## src/rtl/ibex_ccu_bridge.sv

```systemverilog
// Bridges the EX-stage CCU command (level-held en_i) to a CFU with valid/ready
// command and response channels; each EX instruction reaches the CFU at most once.
module ibex_ccu_bridge #(
    parameter int unsigned TimeoutCycles = 255
) (
    input  logic        clk_i,
    input  logic        rst_ni,
    input  logic        en_i,
    input  logic [9:0]  function_id_i,
    input  logic [31:0] inputs_0_i,
    input  logic [31:0] inputs_1_i,
    input  logic        id_ready_i,
    output logic        rsp_valid_o,
    output logic [31:0] rsp_result_o,
    output logic        err_o,
    output logic        cfu_cmd_valid_o,
    input  logic        cfu_cmd_ready_i,
    output logic [9:0]  cfu_cmd_function_id_o,
    output logic [31:0] cfu_cmd_inputs_0_o,
    output logic [31:0] cfu_cmd_inputs_1_o,
    input  logic        cfu_rsp_valid_i,
    output logic        cfu_rsp_ready_o,
    input  logic [31:0] cfu_rsp_outputs_0_i
);

    // Handshake rule on both CFU channels: a transfer happens on a rising clock
    // edge where valid and ready are both high; valid never depends on ready.

    localparam int unsigned CntW = (TimeoutCycles > 0) ? $clog2(TimeoutCycles + 1) : 1;
    localparam logic [CntW-1:0] CntLast = CntW'((TimeoutCycles > 0) ? TimeoutCycles - 1 : 0);
    localparam logic [CntW-1:0] CntMax  = {CntW{1'b1}};

    typedef enum logic [2:0] {
        ST_IDLE,
        ST_CMD,
        ST_WAIT_RSP,
        ST_DONE,
        ST_DRAIN
    } state_e;

    state_e          state_q, state_d;
    logic [CntW-1:0] cnt_q, cnt_d, cnt_inc;
    logic            owed_q, owed_d;
    logic [9:0]      fid_q, fid_d;
    logic [31:0]     op0_q, op0_d;
    logic [31:0]     op1_q, op1_d;
    logic [31:0]     result_q, result_d;
    logic            err_q, err_d;
    logic            timeout_hit;

    assign cnt_inc     = (cnt_q == CntMax) ? cnt_q : cnt_q + 1'b1;
    // The counter value during the N-th waiting cycle is N-1, so the timeout
    // fires after exactly TimeoutCycles cycles of waiting.
    assign timeout_hit = (TimeoutCycles != 0) && (cnt_q == CntLast);

    always_ff @(posedge clk_i or negedge rst_ni) begin
        if (!rst_ni) begin
            state_q  <= ST_IDLE;
            cnt_q    <= '0;
            owed_q   <= 1'b0;
            fid_q    <= '0;
            op0_q    <= '0;
            op1_q    <= '0;
            result_q <= '0;
            err_q    <= 1'b0;
        end else begin
            state_q  <= state_d;
            cnt_q    <= cnt_d;
            owed_q   <= owed_d;
            fid_q    <= fid_d;
            op0_q    <= op0_d;
            op1_q    <= op1_d;
            result_q <= result_d;
            err_q    <= err_d;
        end
    end

    always_comb begin
        state_d  = state_q;
        cnt_d    = cnt_q;
        owed_d   = owed_q;
        fid_d    = fid_q;
        op0_d    = op0_q;
        op1_d    = op1_q;
        result_d = result_q;
        err_d    = err_q;

        case (state_q)
            ST_IDLE: begin
                cnt_d = '0;
                if (en_i) begin
                    fid_d   = function_id_i;
                    op0_d   = inputs_0_i;
                    op1_d   = inputs_1_i;
                    state_d = ST_CMD;
                end
            end

            ST_CMD: begin
                // Once the CFU has accepted the command it owes a response,
                // so the handshake outranks a simultaneous kill.
                if (cfu_cmd_ready_i) begin
                    cnt_d   = '0;
                    state_d = ST_WAIT_RSP;
                end else if (!en_i) begin
                    state_d = ST_IDLE;
                end
            end

            ST_WAIT_RSP: begin
                cnt_d = cnt_inc;
                if (cfu_rsp_valid_i) begin
                    if (en_i) begin
                        result_d = cfu_rsp_outputs_0_i;
                        err_d    = 1'b0;
                        owed_d   = 1'b0;
                        state_d  = ST_DONE;
                    end else begin
                        state_d = ST_IDLE;
                    end
                end else if (!en_i) begin
                    cnt_d   = '0;
                    state_d = ST_DRAIN;
                end else if (timeout_hit) begin
                    result_d = '0;
                    err_d    = 1'b1;
                    owed_d   = 1'b1;
                    state_d  = ST_DONE;
                end
            end

            ST_DONE: begin
                if (id_ready_i || !en_i) begin
                    cnt_d   = '0;
                    owed_d  = 1'b0;
                    state_d = owed_q ? ST_DRAIN : ST_IDLE;
                end
            end

            ST_DRAIN: begin
                cnt_d = cnt_inc;
                if (cfu_rsp_valid_i || timeout_hit) begin
                    state_d = ST_IDLE;
                end
            end

            default: begin
                state_d = ST_IDLE;
            end
        endcase
    end

    // Every output is a flop or a decode of the state register only.
    assign cfu_cmd_valid_o       = (state_q == ST_CMD);
    assign cfu_rsp_ready_o       = (state_q == ST_WAIT_RSP) || (state_q == ST_DRAIN);
    assign rsp_valid_o           = (state_q == ST_DONE);
    assign rsp_result_o          = result_q;
    assign err_o                 = err_q;
    assign cfu_cmd_function_id_o = fid_q;
    assign cfu_cmd_inputs_0_o    = op0_q;
    assign cfu_cmd_inputs_1_o    = op1_q;

endmodule
```

## config.mk

```make
export PLATFORM = sky130hd
export DESIGN_NAME = ibex_ccu_bridge
export DESIGN_NICKNAME = d
export VERILOG_FILES = /design/src/rtl/ibex_ccu_bridge.sv
export SDC_FILE = /design/constraint.sdc
export NUM_CORES = 1
export LEC_CHECK = 0
export CORE_MARGIN = 2
export CORE_UTILIZATION = 25
export CTS_CLUSTER_SIZE = 24
export DETAILED_ROUTE_END_ITERATION = 8
export GPL_TIMING_DRIVEN = 0
export PLACE_DENSITY = 0.61
export SLEW_MARGIN = 10
export SYNTH_ARGS = -nofsm -noshare
export SYNTH_HDL_FRONTEND = slang
export SYNTH_SLANG_ARGS = --single-unit
export TNS_END_PERCENT = 20
```

## constraint.sdc

```tcl
create_clock -name clk_i -period 1.96 [get_ports clk_i]
set_input_delay 0.392 -clock clk_i [delete_from_list [all_inputs] [get_ports clk_i]]
set_output_delay 0.392 -clock clk_i [all_outputs]
set_load 0.01 [all_outputs]
```

==> results of run 1 <==
[repair_timing]
action | in CTS | in global routing
endpoints found under the hold margin | 61 | 0
setup endpoints to repair | 3 | 63
resized for setup | 11 | 6
cloned | 0 | 0
pin swaps | 0 | 0
hold buffers | 1 | 0
buffers inserted | 1 | 0
[how the worst max path moves through the flow]
stage / start / to
3_5_place_dp: en_i / cfu_cmd_inputs_1_o[14]
4_1_cts: state_q[1] / cfu_rsp_ready_o
5_1_grt: state_q[1] / cfu_rsp_ready_o
2_1_floorplan: state_q[2] / cfu_cmd_function_id_o[0]
6_report: state_q[1] / cfu_rsp_ready_o
3_3_place_gp: rst_ni / rsp_result_o[5]
[through the flow]
step | hold slack, ns | setup WS [ns] | cells | setup TNS [ns] | power [mW]
2_1_floorplan | 0.09641 | 0.4372 | 328 | 0 | 5.312
3_3_place_gp | 0.4863 | -4.037 | 783 | -511.72 | 7.635
3_5_place_dp | 0.4119 | -0.4270 | 784 | -34.22 | 7.715
4_1_cts | 0.5023 | -0.005875 | 818 | -0.005875 | 10.78
5_1_grt | 0.3867 | -0.06483 | 818 | -0.08703 | 11.22
6_report | 0.3764 | 0.02724 | 818 | 0 | 10.61
[cell families (layout without fill, tap and decap cells)]
logic type	after synthesis	in the layout
adders and majority gates	2	2
muxes	74	74
DFF	119	119
AOI/OAI and AO/OA	60	60
buffers and inverters	23	279
and+or+nand+nor	50	50
[cell type report]
| type | count | share of cell area [%] |
|---|---|---|
| sequential | 119 | 37.48 |
| timing repair buffer | 224 | 28.42 |
| multi-input combinational | 186 | 20.67 |
| clock buffer | 20 | 5.494 |
| tap | 234 | 3.684 |
| buffer | 20 | 2.487 |
| clock inverter | 12 | 1.622 |
| inverter | 3 | 0.1417 |
[cell usage after synthesis (all sizes together), types with 4 or more instances]
master  instances  area [sq um]
nor3           10         55.05
a22o           35         306.5
buf            20         191.4
dfrtp         119          2978
nor2            9         33.78
mux2           74         833.3
nand2b          4         25.02
nand3           5         25.02
o21ai           5         28.78
nand2           8         30.03
[layer usage]
layer	wire length, microns	up-vias	global-route usage [%]
li1	-	1703	-
met1	5368	1779	15.15
met2	6547	156	21.89
met3	993	16	5.164
met4	220	0	5.263
met5	0	-	0
[power breakdown]
part	internal (mW)	switching, mW
clock	1.86	1.11
combinational	2.44	1.38
sequential	3.34	0.482
[state kept, by name, indices dropped and copies added, names as in the netlist]
signal	count
cfu_cmd_function_id_o	10
err_o	1
cfu_cmd_inputs_0_o	32
cnt_q	8
cfu_cmd_inputs_1_o	32
rsp_result_o	32
state_q	3
owed_q	1
[worst register-to-register path: cells and delay by family, from the launching register on]
kind / cells / cell delay [ns]
and+or+nand+nor: 2 / 0.45
buffers and inverters: 2 / 0.47
muxes: 1 / 0.36
DFF: 1 / 0.45
[placed cells by master (no fill, tap or decap), types with 3 or more instances in the layout]
cell type and n:
a22o_1 35, and3_1 3, buf_12 4, buf_2 4, buf_4 11, buf_6 3
clkbuf_1 3, clkbuf_16 17, clkdlybuf4s50_1 216, clkinv_2 3, clkinvlp_4 6, dfrtp_1 118
inv_1 3, mux2_2 74, nand2_1 8, nand2b_1 4, nand3_1 5, nor2_1 9
nor3_1 8, o21ai_0 4, o22a_1 3
==> out/metrics.csv, run 1 <==
metric,value,unit
slew at the pin with the worst max-slew slack,0.5862,ns
total iterations of the first detailed-routing run,4,
hold path depth,3,
num ports,222,
hold worst-path end,state_q[1],
Layout area overhead,65.29,%
Min-Delay Startpoint,en_i,
worst rel slew slack,60.92,%
Cells after Synth,328,
library cells used by synthesis,41,
cell count along the critical path,4,
Final ANT Viol Nets,0,
XOR/XNOR share of the synthesized area,0,%
Tmin final,1.933,ns
Max Buffers Root-to-Sink,2,
MaxCap Viol Count,0,
row count,50,
vias in the first global route,3911,
Peak VDD IR,0.0005389,V
via total after detailed routing,3654,
Worst path max stage delay,0.36,ns
# nets final,685,
CP Cell Sequence,"buf_4, nand2b_1, a21oi_2, clkdlybuf4s15_2",
worst r2r path cells,5,
Layout Skew,0.008294,ns
Crit path required time,1.57,ns
DRC,0,
Post-Syn Area,0.004808,sq mm
syn nets,442,
Worst-Skew Late Latency,0.41,ns
syn avg cell area,14.66,sq um
FILL cells,1722,
worst reg2reg endpoint,cfu_cmd_inputs_1_o[14],
Die Wd,142.7,microns
pin count of the biggest net entering global routing,63,
Routed WL per cell,16.05,microns
global-route wire length before repair,20.39,mm
Post-synth ARST share,100.0,%
Pleak,3.352,nW
post-layout instance area,0.007948,sq mm
n_diodes,0,
Initial Util,25.62,%
Worst setup SP type,register,
CTS tree,yes,
crit path capture type,primary output,
status,"complete, no violations",
critical-path maximum fanout,10,
CP bufs+invs,2,
CTS root buffer,clkbuf_16,
Post-synth EDFFs,0,
clk slew on worst S/H paths,0.06,ns
Synth Area in Simple Gates,5.699,%
Die Area,0.02036,sq mm
RSZ-0062 raised after global routing,true,
reg2reg start,state_q[2],
DP HPWL,9.872,mm
worst hold path type,in -> reg,
Power Dens Cells,1335,mW/mm^2
FF/Latch Area,0.002979,sq mm
DR iter-0 viols,164,
Final period util,98.61,%
share of cells above drive strength 1,23.97,%
CP arrival,1.54,ns
final hold viol count,0,
Clock Sinks,119,
fin util,42.35,%
GRT Overall Usage,13.13,%
post-synthesis sequential area ratio,61.93,%
Total Wirelength,13.13,mm
mux contribution to synthesized area,17.33,%
"Largest delay share family, worst path",buffers and inverters,
grt total ovfl,0,
initial antenna violation count,0,
Port Buffers,221,
yosys warns,0,
Max Slew Vio Count,0,
Synth Area in Compound Gates,10.30,%
area of the multi-input gates,0.001643,sq mm
main combinational cell family by area after synthesis,multiplexers,
Max Freq,0.5174,GHz
core area,0.01877,sq mm
CP max-delay cell,dfrtp_1,
via density per instance,4.467,
"flops & latches, synth",119,
die height,142.7,microns
GPL Wtd Cong,0.8118,
Most used DFF post-synth,dfrtp_1,
kind of critical path,reg -> out,
adder-cell share of the synthesized area,0.5204,%
endpoints failing setup,0,
CTS HTree Levels,4,
"reg-to-reg slack, setup",0.11,ns
dpl cell area,0.007342,sq mm
number of CTS-inserted buffers,17,
No activity file was read; power rests on OpenSTA's default activity.
==> run 2: changes to the inputs <==
==> constraint.sdc (replaced) <==
create_clock -name clk_i -period 1.96 [get_ports clk_i]
set_input_delay 0.294 -clock clk_i [delete_from_list [all_inputs] [get_ports clk_i]]
set_output_delay 0.294 -clock clk_i [all_outputs]
set_load 0.01 [all_outputs]
==> out/metrics.csv, run 2 (synthesized netlist as in run 1, its figures left out) <==
metric,value,unit,change
kind of critical path,reg -> reg,,was reg -> out
Worst setup SP type,register,,unchanged
P_sw,2.960,mW,was 2.971 mW
num ports,222,,unchanged
status,"complete, no violations",,unchanged
Clock Sinks,119,,unchanged
Final period util,94.28,%,was 98.61%
Layout area overhead,65.00,%,was 65.29%
Routed WL per cell,16.02,microns,was 16.05 microns
CTS tree,yes,,unchanged
Port Buffers,221,,unchanged
crit path capture type,register,,was primary output
Tmin final,1.848,ns,was 1.933 ns
switching share of power,27.94,%,was 27.99%
highest-count cells in the layout ignoring fill and taps,"217 x clkdlybuf4s50_1, 118 x dfrtp_1, 74 x mux2_2, 35 x a22o_1, 17 x clkbuf_16",,"was 216 x clkdlybuf4s50_1, 118 x dfrtp_1, 74 x mux2_2, 35 x a22o_1, 17 x clkbuf_16"
combinational group share of total power,35.9,%,was 36.0%
Worst-Skew Late Latency,0.41,ns,about the same
GPL Wtd Cong,0.8118,,unchanged
via total after detailed routing,3665,,was 3654
endpoints failing setup,0,,unchanged
Max Slew Vio Count,0,,unchanged
global-route wire length before repair,20.40,mm,was 20.39 mm
Max Freq,0.5412,GHz,was 0.5174 GHz
DP HPWL,9.872,mm,unchanged
Initial Util,25.62,%,unchanged
"commonest non-fill, non-tap cell in the layout",clkdlybuf4s50_1,,unchanged
vias in the first global route,3914,,was 3911
row count,50,,unchanged
initial antenna violation count,0,,unchanged
Crit path required time,2.24,ns,was 1.57 ns
CTS root buffer,clkbuf_16,,unchanged
DRC,0,,unchanged
worst hold path type,in -> async,,was in -> reg
share of cells above drive strength 1,23.46,%,was 23.97%
total iterations of the first detailed-routing run,5,,was 4
critical-path maximum fanout,10,,unchanged
clk slew on worst S/H paths,0.06,ns,about the same
Die Wd,142.7,microns,unchanged
Max Buffers Root-to-Sink,2,,unchanged
internal power,7.636,mW,was 7.642 mW
# nets final,685,,unchanged
MaxCap Viol Count,0,,unchanged
final hold viol count,0,,unchanged
pin count of the biggest net entering global routing,63,,unchanged
slew at the pin with the worst max-slew slack,0.5864,ns,was 0.5862 ns
Final ANT Viol Nets,0,,unchanged
CP arrival,2.13,ns,was 1.54 ns
setup_tns,0,ns,unchanged
Clock power frac,28.1,%,was 28.0%
Sequential Power Share,36.0,%,about the same
GRT Overall Usage,13.13,%,unchanged
grt total ovfl,0,,unchanged
number of CTS-inserted buffers,17,,unchanged
Power Dens Cells,1336,mW/mm^2,was 1335 mW/mm^2
CTS HTree Levels,4,,unchanged
Peak VDD IR,0.0005388,V,was 0.0005389 V
fin util,42.27,%,was 42.35%
Die Area,0.02036,sq mm,unchanged
Total Wirelength,13.10,mm,was 13.13 mm
via density per instance,4.480,,was 4.467
core area,0.01877,sq mm,unchanged
worst rel slew slack,60.91,%,was 60.92%
DR iter-0 viols,196,,was 164
die height,142.7,microns,unchanged
Pleak,3.348,nW,was 3.352 nW
Layout Skew,0.006531,ns,was 0.008294 ns
n_diodes,0,,unchanged
-- run 2: area by class of cell --
class / instances / area, sq um
Fill cell: 1722 / 10830
Clock inverter: 12 / 128.9
Multi-Input combinational cell: 186 / 1639
Inverter: 3 / 11.26
Sequential cell: 119 / 2979
Tap cell: 234 / 292.8
Clock buffer: 20 / 436.7
Timing Repair Buffer: 224 / 2251
Buffer: 20 / 195.2
-- run 2: worst max-delay path, cell delays in order (launching register included) --
cell and delay, ns:
dfrtp_2 0.45, nand2b_1 0.24, nor3_4 0.21, buf_4 0.24
buf_4 0.22, mux2_2 0.36
-- run 2: path summary, 6_finish.rpt --
check | cells past startpoint | start | to | slack [ns]
max in group asynchronous | 3 | rst_ni | state_q[2] | 0.81
setup / recovery | 5 | state_q[2] | cfu_cmd_inputs_1_o[14] | 0.11
hold reg to reg | 1 | rsp_result_o[2] | rsp_result_o[2] | 0.50
hold / removal | 2 | rst_ni | cfu_cmd_inputs_0_o[20] | 0.44
min in group clk_i | 2 | cfu_rsp_outputs_0_i[9] | rsp_result_o[9] | 0.49
setup reg to reg | 5 | state_q[2] | cfu_cmd_inputs_1_o[14] | 0.11
-- run 2: power by group through the flow --
stage,Combinational [mW],Sequential (mW),Clock (mW)
after floorplan,1.09,4.22,0
after global placement,3.81,3.83,0
after detailed placement,3.86,3.86,0
after CTS,3.87,3.83,3.07
after global routing,4.06,3.94,3.21
final,3.81,3.81,2.97
-- run 2: repair_timing --
item,in CTS,in global routing
endpoints found under the setup margin,3,50
hold buffers,1,0
buffers inserted,1,0
resized for setup,6,4
hold endpoints to repair,61,0
-- run 2: metrics by stage --
step / worst slack (ns) / hold WS [ns] / cells / cell area (sq um) / power [mW]
finish: 0.1122 / 0.4423 / 818 / 7934 / 10.60
detailed placement: -0.3290 / 0.3139 / 784 / 7342 / 7.715
global placement: -3.939 / 0.4863 / 783 / 7313 / 7.635
floorplan: 0.4372 / -0.001591 / 328 / 4808 / 5.312
global route: -0.001062 / 0.4704 / 818 / 7934 / 11.21
CTS: 0.03931 / 0.4403 / 818 / 7926 / 10.78
-- run 2: per-layer routing --
metal / wire length (microns) / part of all wire (%) / GRT usage [%]
met5: 0 / 0 / 0
met4: 214 / 1.6 / 5.263
met3: 994 / 7.6 / 5.164
met2: 6550 / 50 / 21.89
met1: 5344 / 41 / 15.15
